### config.mk
export PLATFORM = sky130hd
export DESIGN_NAME = pipeline_hazard_ctrl_flat
export DESIGN_NICKNAME = d
export VERILOG_FILES = /design/src/rtl/pipeline_hazard_ctrl_pkg.sv /design/src/rtl/pipeline_hazard_ctrl_if.sv /design/src/rtl/pipeline_hazard_ctrl_sat_counter.sv /design/src/rtl/pipeline_hazard_ctrl.sv /design/src/flat_wrapper.sv
export SDC_FILE = /design/constraint.sdc
export NUM_CORES = 1
export LEC_CHECK = 0
export BUFFER_PORTS_ARGS = -buffer_cell sky130_fd_sc_hd__buf_4
export CAP_MARGIN = 20
export CORE_UTILIZATION = 34
export CTS_BUF_LIST = sky130_fd_sc_hd__clkbuf_2
export DETAILED_ROUTE_END_ITERATION = 16
export GPL_TIMING_DRIVEN = 0
export PLACE_DENSITY = 0.53
export REMOVE_ABC_BUFFERS = 1
export SYNTH_ARGS = -nofsm -noshare
export SYNTH_HDL_FRONTEND = slang
export SYNTH_SLANG_ARGS = --single-unit
### constraint.sdc
create_clock -name clk -period 6.13 [get_ports clk]
set_input_delay 1.226 -clock clk [delete_from_list [all_inputs] [get_ports clk]]
set_output_delay 1.226 -clock clk [all_outputs]
set_load 0.01 [all_outputs]
### src/rtl/pipeline_hazard_ctrl_pkg.sv
// Shared types for the pipeline stall/flush controller: FSM encodings,
// hazard priorities and the bundle of pipeline-register controls.
package pipeline_hazard_ctrl_pkg;

  typedef enum logic [1:0] {
    ST_INIT     = 2'b00,
    ST_RUN      = 2'b01,
    ST_MEM_WAIT = 2'b10,
    ST_FAULT    = 2'b11
  } state_t;

  // Lower numeric value is not meaningful; priority lives in classify_hazard.
  typedef enum logic [1:0] {
    HZ_NONE     = 2'd0,
    HZ_FREEZE   = 2'd1,
    HZ_REDIRECT = 2'd2,
    HZ_LOAD_USE = 2'd3
  } hazard_t;

  typedef struct packed {
    logic pc_en;
    logic ifid_en;
    logic idex_en;
    logic exmem_en;
    logic memwb_en;
    logic ifid_flush;
    logic idex_flush;
    logic exmem_flush;
    logic memwb_flush;
  } ctrl_t;

  localparam ctrl_t CTRL_RUN    = ctrl_t'(9'b11111_0000);
  localparam ctrl_t CTRL_SCRUB  = ctrl_t'(9'b00000_1111);
  localparam ctrl_t CTRL_FREEZE = ctrl_t'(9'b00001_0001);

  function automatic hazard_t classify_hazard(input logic frozen,
                                              input logic redirect,
                                              input logic load_use);
    if (frozen)        return HZ_FREEZE;
    else if (redirect) return HZ_REDIRECT;
    else if (load_use) return HZ_LOAD_USE;
    else               return HZ_NONE;
  endfunction

endpackage

### src/rtl/pipeline_hazard_ctrl_if.sv
// Hazard inputs from the pipeline stages and the control/counter outputs
// of the stall/flush controller.
interface pipeline_hazard_ctrl_if #(
  parameter int REG_ADDR_WIDTH = 5,
  parameter int CNT_WIDTH      = 16
);
  logic [REG_ADDR_WIDTH-1:0] id_rs1;
  logic [REG_ADDR_WIDTH-1:0] id_rs2;
  logic                      id_uses_rs1;
  logic                      id_uses_rs2;
  logic [REG_ADDR_WIDTH-1:0] ex_rd;
  logic                      ex_mem_read;
  logic                      ex_redirect;
  logic                      mem_req;
  logic                      mem_ready;
  logic                      fault_clear;
  logic                      pc_en;
  logic                      ifid_en, idex_en, exmem_en, memwb_en;
  logic                      ifid_flush, idex_flush, exmem_flush, memwb_flush;
  logic                      fault;
  logic [CNT_WIDTH-1:0]      stall_cnt;
  logic [CNT_WIDTH-1:0]      flush_cnt;

  // master: the controller side
  modport master (
    input  id_rs1, id_rs2, id_uses_rs1, id_uses_rs2, ex_rd, ex_mem_read,
           ex_redirect, mem_req, mem_ready, fault_clear,
    output pc_en, ifid_en, idex_en, exmem_en, memwb_en,
           ifid_flush, idex_flush, exmem_flush, memwb_flush,
           fault, stall_cnt, flush_cnt
  );

  modport slave (
    output id_rs1, id_rs2, id_uses_rs1, id_uses_rs2, ex_rd, ex_mem_read,
           ex_redirect, mem_req, mem_ready, fault_clear,
    input  pc_en, ifid_en, idex_en, exmem_en, memwb_en,
           ifid_flush, idex_flush, exmem_flush, memwb_flush,
           fault, stall_cnt, flush_cnt
  );
endinterface

### src/rtl/pipeline_hazard_ctrl_sat_counter.sv
// Saturating up-counter with synchronous active-low reset.
module sat_counter #(
  parameter int WIDTH = 16
) (
  input  logic             clk,
  input  logic             reset,
  input  logic             inc,
  output logic [WIDTH-1:0] count
);
  logic [WIDTH-1:0] count_reg;

  always_ff @(posedge clk) begin
    if (!reset)
      count_reg <= '0;
    else if (inc && (count_reg != '1))
      count_reg <= count_reg + 1'b1;
  end

  assign count = count_reg;
endmodule

### src/rtl/pipeline_hazard_ctrl.sv
// Central stall/flush controller for the 5-stage pipeline: post-reset scrub,
// load-use stalls, redirect squashes, data-memory freezes and timeout fault.
module pipeline_hazard_ctrl
  import pipeline_hazard_ctrl_pkg::*;
#(
  parameter int REG_ADDR_WIDTH = 5,
  parameter int INIT_CYCLES    = 2,
  parameter int WAIT_TIMEOUT   = 255,
  parameter int CNT_WIDTH      = 16
) (
  input logic                   clk,
  input logic                   reset,
  pipeline_hazard_ctrl_if.master bus
);
  localparam int INIT_W = (INIT_CYCLES > 1) ? $clog2(INIT_CYCLES) : 1;
  localparam int WAIT_W = $clog2(WAIT_TIMEOUT + 1);
  localparam logic [INIT_W-1:0] INIT_LAST = INIT_W'(INIT_CYCLES - 1);
  localparam logic [WAIT_W-1:0] WAIT_LAST = WAIT_W'(WAIT_TIMEOUT);
  localparam logic [WAIT_W-1:0] WAIT_ONE  = WAIT_W'(1);

  state_t              state_reg, state_next;
  logic [INIT_W-1:0]   init_cnt_reg, init_cnt_next;
  logic [WAIT_W-1:0]   wait_cnt_reg, wait_cnt_next;
  ctrl_t               ctrl;
  hazard_t             hazard;
  logic                frozen;
  logic                fault;
  logic                load_use;
  logic                stall_inc;
  logic                flush_inc;
  logic [REG_ADDR_WIDTH-1:0] rs1, rs2, rd;

  assign rs1 = bus.id_rs1;
  assign rs2 = bus.id_rs2;
  assign rd  = bus.ex_rd;

  // x0 is never a real dependency, so a load into it cannot cause a stall.
  assign load_use = bus.ex_mem_read && (rd != '0) &&
                    ((bus.id_uses_rs1 && (rs1 == rd)) ||
                     (bus.id_uses_rs2 && (rs2 == rd)));

  always_ff @(posedge clk) begin
    if (!reset) begin
      state_reg    <= ST_INIT;
      init_cnt_reg <= '0;
      wait_cnt_reg <= '0;
    end else begin
      state_reg    <= state_next;
      init_cnt_reg <= init_cnt_next;
      wait_cnt_reg <= wait_cnt_next;
    end
  end

  always_comb begin
    ctrl          = CTRL_RUN;
    fault         = 1'b0;
    frozen        = 1'b0;
    hazard        = HZ_NONE;
    state_next    = state_reg;
    init_cnt_next = init_cnt_reg;
    wait_cnt_next = wait_cnt_reg;
    case (state_reg)
      ST_INIT: begin
        ctrl = CTRL_SCRUB;
        if (init_cnt_reg == INIT_LAST) begin
          state_next    = ST_RUN;
          init_cnt_next = '0;
        end else begin
          init_cnt_next = init_cnt_reg + 1'b1;
        end
      end
      ST_RUN, ST_MEM_WAIT: begin
        // Once waiting, only mem_ready matters; mem_req is already committed.
        frozen = (state_reg == ST_RUN) ? (bus.mem_req && !bus.mem_ready)
                                       : !bus.mem_ready;
        hazard = classify_hazard(frozen, bus.ex_redirect, load_use);
        case (hazard)
          HZ_FREEZE:   ctrl = CTRL_FREEZE;
          HZ_REDIRECT: begin
            ctrl.ifid_flush = 1'b1;
            ctrl.idex_flush = 1'b1;
          end
          HZ_LOAD_USE: begin
            ctrl.pc_en      = 1'b0;
            ctrl.ifid_en    = 1'b0;
            ctrl.idex_flush = 1'b1;
          end
          default: ;
        endcase
        if (hazard == HZ_FREEZE) begin
          if (state_reg == ST_RUN) begin
            state_next    = ST_MEM_WAIT;
            wait_cnt_next = WAIT_ONE;
          end else if (wait_cnt_reg == WAIT_LAST) begin
            state_next    = ST_FAULT;
            wait_cnt_next = '0;
          end else begin
            wait_cnt_next = wait_cnt_reg + 1'b1;
          end
        end else begin
          state_next    = ST_RUN;
          wait_cnt_next = '0;
        end
      end
      ST_FAULT: begin
        ctrl  = CTRL_SCRUB;
        fault = 1'b1;
        if (bus.fault_clear) begin
          state_next    = ST_INIT;
          init_cnt_next = '0;
        end
      end
      default: state_next = ST_INIT;
    endcase
  end

  assign stall_inc = !ctrl.pc_en &&
                     ((state_reg == ST_RUN) || (state_reg == ST_MEM_WAIT));
  assign flush_inc = (hazard == HZ_REDIRECT);

  sat_counter #(.WIDTH(CNT_WIDTH)) u_stall_cnt (
    .clk(clk), .reset(reset), .inc(stall_inc), .count(bus.stall_cnt)
  );

  sat_counter #(.WIDTH(CNT_WIDTH)) u_flush_cnt (
    .clk(clk), .reset(reset), .inc(flush_inc), .count(bus.flush_cnt)
  );

  assign bus.pc_en       = ctrl.pc_en;
  assign bus.ifid_en     = ctrl.ifid_en;
  assign bus.idex_en     = ctrl.idex_en;
  assign bus.exmem_en    = ctrl.exmem_en;
  assign bus.memwb_en    = ctrl.memwb_en;
  assign bus.ifid_flush  = ctrl.ifid_flush;
  assign bus.idex_flush  = ctrl.idex_flush;
  assign bus.exmem_flush = ctrl.exmem_flush;
  assign bus.memwb_flush = ctrl.memwb_flush;
  assign bus.fault       = fault;
endmodule
### src/flat_wrapper.sv
// flat-port wrapper written by rule: the top's interface ports become plain ports
module pipeline_hazard_ctrl_flat import pipeline_hazard_ctrl_pkg::*;
#(
  parameter int REG_ADDR_WIDTH = 5,
  parameter int INIT_CYCLES    = 2,
  parameter int WAIT_TIMEOUT   = 255,
  parameter int CNT_WIDTH      = 16
)
  (clk, reset, bus_id_rs1, bus_id_rs2, bus_id_uses_rs1, bus_id_uses_rs2, bus_ex_rd, bus_ex_mem_read, bus_ex_redirect, bus_mem_req, bus_mem_ready, bus_fault_clear, bus_pc_en, bus_ifid_en, bus_idex_en, bus_exmem_en, bus_memwb_en, bus_ifid_flush, bus_idex_flush, bus_exmem_flush, bus_memwb_flush, bus_fault, bus_stall_cnt, bus_flush_cnt);
  pipeline_hazard_ctrl_if #(.REG_ADDR_WIDTH(REG_ADDR_WIDTH), .CNT_WIDTH(CNT_WIDTH)) bus_i ();
  input logic clk;
  input logic reset;
  input wire logic [$bits(bus_i.id_rs1)-1:0] bus_id_rs1;
  input wire logic [$bits(bus_i.id_rs2)-1:0] bus_id_rs2;
  input wire logic [$bits(bus_i.id_uses_rs1)-1:0] bus_id_uses_rs1;
  input wire logic [$bits(bus_i.id_uses_rs2)-1:0] bus_id_uses_rs2;
  input wire logic [$bits(bus_i.ex_rd)-1:0] bus_ex_rd;
  input wire logic [$bits(bus_i.ex_mem_read)-1:0] bus_ex_mem_read;
  input wire logic [$bits(bus_i.ex_redirect)-1:0] bus_ex_redirect;
  input wire logic [$bits(bus_i.mem_req)-1:0] bus_mem_req;
  input wire logic [$bits(bus_i.mem_ready)-1:0] bus_mem_ready;
  input wire logic [$bits(bus_i.fault_clear)-1:0] bus_fault_clear;
  output wire logic [$bits(bus_i.pc_en)-1:0] bus_pc_en;
  output wire logic [$bits(bus_i.ifid_en)-1:0] bus_ifid_en;
  output wire logic [$bits(bus_i.idex_en)-1:0] bus_idex_en;
  output wire logic [$bits(bus_i.exmem_en)-1:0] bus_exmem_en;
  output wire logic [$bits(bus_i.memwb_en)-1:0] bus_memwb_en;
  output wire logic [$bits(bus_i.ifid_flush)-1:0] bus_ifid_flush;
  output wire logic [$bits(bus_i.idex_flush)-1:0] bus_idex_flush;
  output wire logic [$bits(bus_i.exmem_flush)-1:0] bus_exmem_flush;
  output wire logic [$bits(bus_i.memwb_flush)-1:0] bus_memwb_flush;
  output wire logic [$bits(bus_i.fault)-1:0] bus_fault;
  output wire logic [$bits(bus_i.stall_cnt)-1:0] bus_stall_cnt;
  output wire logic [$bits(bus_i.flush_cnt)-1:0] bus_flush_cnt;
  assign bus_i.id_rs1 = bus_id_rs1;
  assign bus_i.id_rs2 = bus_id_rs2;
  assign bus_i.id_uses_rs1 = bus_id_uses_rs1;
  assign bus_i.id_uses_rs2 = bus_id_uses_rs2;
  assign bus_i.ex_rd = bus_ex_rd;
  assign bus_i.ex_mem_read = bus_ex_mem_read;
  assign bus_i.ex_redirect = bus_ex_redirect;
  assign bus_i.mem_req = bus_mem_req;
  assign bus_i.mem_ready = bus_mem_ready;
  assign bus_i.fault_clear = bus_fault_clear;
  assign bus_pc_en = bus_i.pc_en;
  assign bus_ifid_en = bus_i.ifid_en;
  assign bus_idex_en = bus_i.idex_en;
  assign bus_exmem_en = bus_i.exmem_en;
  assign bus_memwb_en = bus_i.memwb_en;
  assign bus_ifid_flush = bus_i.ifid_flush;
  assign bus_idex_flush = bus_i.idex_flush;
  assign bus_exmem_flush = bus_i.exmem_flush;
  assign bus_memwb_flush = bus_i.memwb_flush;
  assign bus_fault = bus_i.fault;
  assign bus_stall_cnt = bus_i.stall_cnt;
  assign bus_flush_cnt = bus_i.flush_cnt;
  pipeline_hazard_ctrl #(.REG_ADDR_WIDTH(REG_ADDR_WIDTH), .INIT_CYCLES(INIT_CYCLES), .WAIT_TIMEOUT(WAIT_TIMEOUT), .CNT_WIDTH(CNT_WIDTH)) u_core (.clk(clk), .reset(reset), .bus(bus_i));
endmodule
==> flow_summary.json, run 1 <==
{
  "finClkSkew_ns": 0.02058,
  "netlist_top_cells_count": "43 x sky130_fd_sc_hd__dfxtp_1, 34 x sky130_fd_sc_hd__nor2_1, 22 x sky130_fd_sc_hd__a21oi_1",
  "worstSetupPathType": "in2out",
  "clk_latency_ns": 0.40,
  "root_buffer": "sky130_fd_sc_hd__clkbuf_2",
  "arrival_ns": 2.51,
  "antenna_left": 0,
  "clk_pin_slew_ns": 0.20,
  "synthArstFlopShare": 0,
  "final_hold_viol_count": 0,
  "clock_tree_from_tritoncts": "yes",
  "post-route-period-util": 0.6095,
  "synthToLayoutAreaGrowth_pct": 24.88,
  "die_area_mm2": 0.007380,
  "slowest_stage": "sky130_fd_sc_hd__or4_1",
  "wire_length_of_the_first_global_routing_pass_um": 8914,
  "syn-cell-area_mm2": 0.002394,
  "crit_path_max_fanout": 3,
  "finalNetCount": 372,
  "post-route-min-period_ns": 3.736,
  "placement_rows": 30,
  "die_h_um": 85.91,
  "layout.filler_cells": 701,
  "finalSetupViolCount": 0,
  "synth_top_cells_by_area": "sky130_fd_sc_hd__dfxtp_1 36%, sky130_fd_sc_hd__nor2_1 5.3%, sky130_fd_sc_hd__xnor2_1 4.8%",
  "most_instantiated_flip_flop_cell_in_the_synthesis_netlist": "sky130_fd_sc_hd__dfxtp_1",
  "synth_cell_types": 51,
  "synth.yosys.seq_area_share": 0.3596,
  "horiz_die_dim_um": 85.91,
  "flop_to_flop_setup_slack_ns": 3.54,
  "grt.total_usage": 0.1505,
  "final_util": 0.4400,
  "cp_data_required_time_ns": 4.90,
  "synth_largest_type_area_fraction": 0.3596,
  "finalSetupTns_ns": 0,
  "synth-seq-cells": 43,
  "synth_edf_count": 0,
  "detail_route.vias_per_cell": 4.986,
  "met1_usage": 0.1982,
  "ports": 66,
  "via_count": 2184,
  "antenna_cells": 0,
  "grt_max_degree": 31,
  "synth.largest_area_cell": "sky130_fd_sc_hd__dfxtp_1",
  "crit_path_cell_trace": "buf_4 > or4_1 > o21ai_2 > nand2b_1 > nor2_1 > nor2_1 > buf_4",
  "avg_synthesized_cell_area_um2": 8.610,
  "cts-resized-gates": 0,
  "drt_iter0_markers": 43,
  "max-cap-violations": 0,
  "detail_route.drc_violations": 0,
  "syn_inst": 278,
  "fmax_ghz": 0.2677,
  "globalplace.congestion": 0.7286,
  "crit_buf_inv": 2,
  "antenna_found_initial": 0,
  "tritoncts.num_buffers": 5,
  "max-clock-path-buffers": 2,
  "worstSetupStartpointType": "primary input",
  "route.final.wire_length_um": 5423,
  "m3_gr_usage": 0.03369,
  "power_leakage_nw": 1.170,
  "grt_setup_unrepaired": "false",
  "number_of_warnings_reported_in_the_yosys_synthesis_log": 0,
  "critical-path-max-stage-delay_ns": 0.54,
  "global_route.peak_usage_layer": "met2",
  "cts_setup_buffers": 0,
  "layout-drive-gt1-share": 0.2690,
  "max_slew_margin": 0.6551,
  "post-synth-top-count-cell": "sky130_fd_sc_hd__dfxtp_1",
  "htree_levels": 2,
  "placeable_core_area_mm2": 0.006794,
  "drt_first_pass_iters": 4,
  "hpwl_um": 3909,
  "power_density_mw_per_mm2": 214.5,
  "worstHoldPathType": "reg2reg",
  "hold_fix_buffers_at_cts": 0,
  "grt.met2_usage": 0.2453,
  "first_global_vias": 1981,
  "start_util": 0.3523,
  "result_of_the_run": "completed",
  "path_delay_family": "simple AND/OR/NAND/NOR gates",
  "timing.final.max_slew_violations": 0,
  "vdd.ir_drop.worst_mv": 0.08913,
  "grt_remaining_overflow": 0,
  "worst_slew_pin_slew_ns": 0.5174,
  "critical_path.endpoint_type": "output pin",
  "detail_route.wl_per_cell_um": 12.38,
  "buffer_ports.inserted": 65,
  "tritoncts_num_sinks": 43
}
path summary, 6_finish.rpt:
kind	start	end	cells past startpoint
worst max register to register	u_core.state_reg[0]$_SDFFE_PN0P_	u_core.u_stall_cnt.count[7]$_SDFFE_PN0P_	8
worst min register to register	u_core.wait_cnt_reg[1]$_SDFFE_PN0N_	u_core.wait_cnt_reg[1]$_SDFFE_PN0N_	2
worst max-delay path	bus_ex_rd[0]	bus_ifid_en	7
worst min-delay path	u_core.wait_cnt_reg[1]$_SDFFE_PN0N_	u_core.wait_cnt_reg[1]$_SDFFE_PN0N_	2
placed cells by master, fill, tap and decap left out, drive strengths merged, types with 2 or more instances in the layout:
cell    Yosys  final
or3        11     11
nand4      13     13
inv         6      6
o211ai      2      2
clkinv      1      2
nor3        3      3
clkbuf      5      7
a22oi       2      2
o31ai       5      5
nor2b       2      2
dfxtp      43     43
nand3      16     16
nor2       34     34
and3       12     12
xnor2      13     13
a21oi      23     23
or4b        2      2
nand2b      3      3
buf         6     67
mux2i       3      3
nand2      16     16
ha          7      7
nor3b       5      5
o21ai      17     17
xor2       12     12
or4         3      3
tightest hold or removal path: stages, from the launching register on:
cell and delay, ns:
sky130_fd_sc_hd__dfxtp_1 0.37, sky130_fd_sc_hd__nand2_1 0.07, sky130_fd_sc_hd__a21oi_1 0.05
final cells by class:
class	instances	area (um^2)	share of cell area
repair buffers	67	523.0	0.1750
clock inverters	1	5.005	0.001674
well taps	96	120.1	0.04018
flip-flops and latches	43	860.8	0.2880
multi-input cells	217	1419	0.4747
clock buffers	7	35.03	0.01172
inverters	7	26.28	0.008790
routing by layer:
| layer | vias up | routed length, um |
|---|---|---|
| met5 | - | 0 |
| met2 | 48 | 2429 |
| met3 | 5 | 286 |
| met4 | 0 | 70 |
| li1 | 1129 | - |
| met1 | 1002 | 2637 |
through the flow:
stage	worst slack, ns	hold slack [ns]	instances	instance area [um^2]	power (mW)
after detailed placement	2.378	0.4852	429	2934	0.5230
after CTS	2.371	0.5096	437	2974	0.6476
after global placement	2.378	0.4764	428	2914	0.5186
after floorplan	2.557	0.4536	267	2306	0.4407
final	2.394	0.5057	438	2989	0.6411
after global routing	2.284	0.5232	438	2989	0.6858
power breakdown:
group | total [mW] | switching, mW | internal (mW)
Clock | 0.121 | 0.0900 | 0.0312
Sequential | 0.306 | 0.0133 | 0.292
Combinational | 0.214 | 0.117 | 0.0969
Total | 0.641 | 0.221 | 0.420
logic make-up after synthesis:
kind of cell,count (synthesis),share of synthesized area
xor+xnor,25,0.09148
mux,3,0.01255
fa+ha+maj,7,0.03659
simple gates,124,0.2938
compound gates,58,0.1584
buf+inv,18,0.04757
flops,43,0.3596
(Power assumes the default switching activity.)
==> inputs of run 2 (changes only) <==
--- a/config.mk
+++ b/config.mk
@@ -5,13 +5,14 @@
 export SDC_FILE = /design/constraint.sdc
 export NUM_CORES = 1
 export LEC_CHECK = 0
+export ABC_AREA = 1
 export BUFFER_PORTS_ARGS = -buffer_cell sky130_fd_sc_hd__buf_4
 export CAP_MARGIN = 20
 export CORE_UTILIZATION = 34
 export CTS_BUF_LIST = sky130_fd_sc_hd__clkbuf_2
 export DETAILED_ROUTE_END_ITERATION = 16
 export GPL_TIMING_DRIVEN = 0
-export PLACE_DENSITY = 0.53
+export PLACE_DENSITY = 0.54
 export REMOVE_ABC_BUFFERS = 1
 export SYNTH_ARGS = -nofsm -noshare
 export SYNTH_HDL_FRONTEND = slang
==> constraint.sdc (replaced) <==
create_clock -name clk -period 3.2 [get_ports clk]
set_input_delay 0.64 -clock clk [delete_from_list [all_inputs] [get_ports clk]]
set_output_delay 0.64 -clock clk [all_outputs]
set_load 0.01 [all_outputs]
==> flow_summary.json, run 2 <==
{
  "result_of_the_run": "completed",
  "detail_route.wl_per_cell_um": 11.69,
  "synth.largest_area_cell": "sky130_fd_sc_hd__dfxtp_1",
  "slowest_stage": "sky130_fd_sc_hd__ha_1",
  "max-clock-path-buffers": 2,
  "ports": 66,
  "avg_synthesized_cell_area_um2": 6.485,
  "final_util": 0.4367,
  "finalSetupViolCount": 0,
  "post-synth-top-count-cell": "sky130_fd_sc_hd__nand2_1",
  "arrival_ns": 2.36,
  "final_cell_mix": "105 x sky130_fd_sc_hd__nand2_1, 69 x sky130_fd_sc_hd__buf_4, 55 x sky130_fd_sc_hd__inv_1",
  "power_density_mw_per_mm2": 469.2,
  "clk_latency_ns": 0.42,
  "flop_to_flop_setup_slack_ns": 0.46,
  "tritoncts_num_sinks": 43,
  "vdd.ir_drop.worst_mv": 0.1469,
  "clk_pin_slew_ns": 0.25,
  "synth.yosys.seq_area_share": 0.3109,
  "route.final.wire_length_um": 6953,
  "crit_path_cell_trace": "inv_1 > ha_1 > clkinvlp_4 > nor2_4 > nand2_4 > o21ai_1 > buf_4",
  "worstHoldPathType": "in2reg",
  "finalSetupTns_ns": 0,
  "synthToLayoutAreaGrowth_pct": 23.14,
  "critical_path.startpoint": "u_core.state_reg[0]$_SDFFE_PN0P_",
  "timing.rr.end": "u_core.u_flush_cnt.count[12]$_SDFFE_PN0P_",
  "synth_largest_type_area_fraction": 0.3109,
  "first_global_vias": 2645,
  "htree_levels": 2,
  "detail_route.vias_per_cell": 4.733,
  "placedInstanceArea_mm2": 0.003326,
  "worst_setup_path_endpoint": "bus_pc_en",
  "synth_top_cells_by_area": "sky130_fd_sc_hd__dfxtp_1 31%, sky130_fd_sc_hd__nand2_1 14%, sky130_fd_sc_hd__nand3_1 7.8%",
  "power_leakage_nw": 1.434,
  "report.power.total_mw": 1.600,
  "final_hold_viol_count": 0,
  "placeable_core_area_mm2": 0.007807,
  "grt_max_degree": 20,
  "globalplace.congestion": 0.8276,
  "post-route-period-util": 0.9361,
  "crit_path_max_fanout": 19,
  "critical-path-max-stage-delay_ns": 0.43,
  "max_slew_margin": 0.5584,
  "drt_first_pass_iters": 4,
  "placement_rows": 32,
  "wire_length_of_the_first_global_routing_pass_um": 11920,
  "finClkSkew_ns": 0.03299,
  "tritoncts.num_buffers": 5,
  "clock_tree_from_tritoncts": "yes",
  "synth_edf_count": 0,
  "grt_remaining_overflow": 0,
  "max-cap-violations": 0,
  "die_area_mm2": 0.008509,
  "register_area_um2": 860.8,
  "worstSetupPathType": "reg2out",
  "hpwl_um": 5240,
  "antenna_cells": 0,
  "cp_data_required_time_ns": 2.56,
  "layout.filler_cells": 868,
  "die_h_um": 92.25,
  "design_area_mm2": 0.003410,
  "root_buffer": "sky130_fd_sc_hd__clkbuf_2",
  "via_count": 2816,
  "hold-worst-slack_ns": 0.4824,
  "timing.final.max_slew_violations": 0,
  "layout_commonest_cell": "sky130_fd_sc_hd__nand2_1",
  "number_of_warnings_reported_in_the_yosys_synthesis_log": 0,
  "syn_inst": 427,
  "most_instantiated_flip_flop_cell_in_the_synthesis_netlist": "sky130_fd_sc_hd__dfxtp_1",
  "antenna_found_initial": 0,
  "buffer_ports.inserted": 65,
  "layout-drive-gt1-share": 0.2191,
  "horiz_die_dim_um": 92.25,
  "synthArstFlopShare": 0,
  "start_util": 0.3546,
  "synth-seq-cells": 43,
  "multiInputGateArea_mm2": 0.001627,
  "rr_startpoint": "u_core.state_reg[0]$_SDFFE_PN0P_",
  "worst_slew_pin_slew_ns": 0.6616,
  "synth_cell_types": 33,
  "worstSetupStartpointType": "flop",
  "netlist_top_cells_count": "105 x sky130_fd_sc_hd__nand2_1, 56 x sky130_fd_sc_hd__inv_1, 43 x sky130_fd_sc_hd__dfxtp_1, 43 x sky130_fd_sc_hd__nand3_1, 43 x sky130_fd_sc_hd__nor2_1",
  "grt.total_usage": 0.1712,
  "syn-cell-area_mm2": 0.002769,
  "reg2reg_depth": 11,
  "post-route-min-period_ns": 2.996,
  "drt_iter0_markers": 47,
  "fmax_ghz": 0.3338,
  "critical_path.endpoint_type": "output pin",
  "hold_fix_buffers_at_cts": 0,
  "antenna_left": 0,
  "detail_route.drc_violations": 0,
  "finalNetCount": 523
}
-- run 2: changes by cell type in the layout (fill, tap and decap cells not counted), moves of 6 or more --
| cell | change |
|---|---|
| sky130_fd_sc_hd__nand2_1 | +89 |
| sky130_fd_sc_hd__inv_1 | +50 |
| sky130_fd_sc_hd__nand3_1 | +27 |
| sky130_fd_sc_hd__nand2_2 | +11 |
| sky130_fd_sc_hd__nor3_1 | +11 |
| sky130_fd_sc_hd__or3_1 | -11 |
| sky130_fd_sc_hd__a21oi_2 | +10 |
| sky130_fd_sc_hd__o21ai_0 | +10 |
| sky130_fd_sc_hd__nor2_1 | +9 |
| sky130_fd_sc_hd__nand4_1 | -8 |
| sky130_fd_sc_hd__o21ai_1 | -7 |
| sky130_fd_sc_hd__xnor2_1 | -6 |
-- run 2: cell families (layout without fill, tap and decap cells) --
family,Yosys count,in the layout,synth area share
AOI/OAI and AO/OA,60,60,0.1279
buffers and inverters,70,136,0.1053
adders and majority gates,7,7,0.03163
DFF,43,43,0.3109
and+or+nand+nor,228,228,0.3642
xor gates and xnor gates,19,19,0.06010
-- run 2: layout make-up --
| cell class | instances | share of cell area |
|---|---|---|
| clock buffers | 5 | 0.007339 |
| clock inverters | 3 | 0.004404 |
| inverters | 58 | 0.06495 |
| multi-input cells | 314 | 0.4771 |
| flip-flops and latches | 43 | 0.2525 |
| well taps | 102 | 0.03743 |
| repair buffers | 70 | 0.1563 |
-- run 2: how the worst min path moves through the flow --
stage / from / slack, ns / depth (start not counted) / endpoint
after global routing: bus_fault_clear / 0.45 / 4 / u_core.init_cnt_reg$_SDFFE_PN0P_
after detailed placement: u_core.wait_cnt_reg[5]$_SDFFE_PN0N_ / 0.46 / 2 / u_core.wait_cnt_reg[5]$_SDFFE_PN0N_
final: bus_fault_clear / 0.48 / 4 / u_core.init_cnt_reg$_SDFFE_PN0P_
after CTS: bus_fault_clear / 0.47 / 4 / u_core.init_cnt_reg$_SDFFE_PN0P_
after global placement: u_core.wait_cnt_reg[5]$_SDFFE_PN0N_ / 0.46 / 2 / u_core.wait_cnt_reg[5]$_SDFFE_PN0N_
after floorplan: u_core.wait_cnt_reg[5]$_SDFFE_PN0N_ / 0.44 / 2 / u_core.wait_cnt_reg[5]$_SDFFE_PN0N_
-- run 2: what timing repair did --
action / CTS / global route
gates resized for setup: 2 / 2
endpoints found under the setup margin: 2 / 2
setup buffers: 0 / 4
-- run 2: per-stage QoR --
stage	setup WS [ns]	cells
after floorplan	0.5822	415
after global placement	0.4591	582
after detailed placement	0.4345	583
after CTS	0.05705	591
after global routing	-0.008406	595
final	0.2044	595
-- run 2: layer usage --
layer  GRT usage  share of wire  up-vias
li1            -              -     1492
met1      0.2192           0.49     1277
met2      0.2954           0.47       42
met3     0.03483          0.029        5
met4     0.03646         0.0063        0
met5           0              0        -
-- run 2: critical path: cells and delay by family (launching register included) --
family	cells	cell delay, ns
buffers and inverters	3	0.48
AND/OR/NAND/NOR	2	0.40
flip-flops	1	0.42
adder cells (fa/ha/maj)	1	0.43
AO/OA/AOI/OAI	1	0.20
-- run 2: where the power goes --
| group | switching (mW) | total [mW] | leakage (nW) | internal [mW] |
|---|---|---|---|---|
| Combinational | 0.465 | 0.751 | 1.06 | 0.286 |
| Clock | 0.190 | 0.239 | 0.0241 | 0.0487 |
| Sequential | 0.0372 | 0.610 | 0.348 | 0.573 |
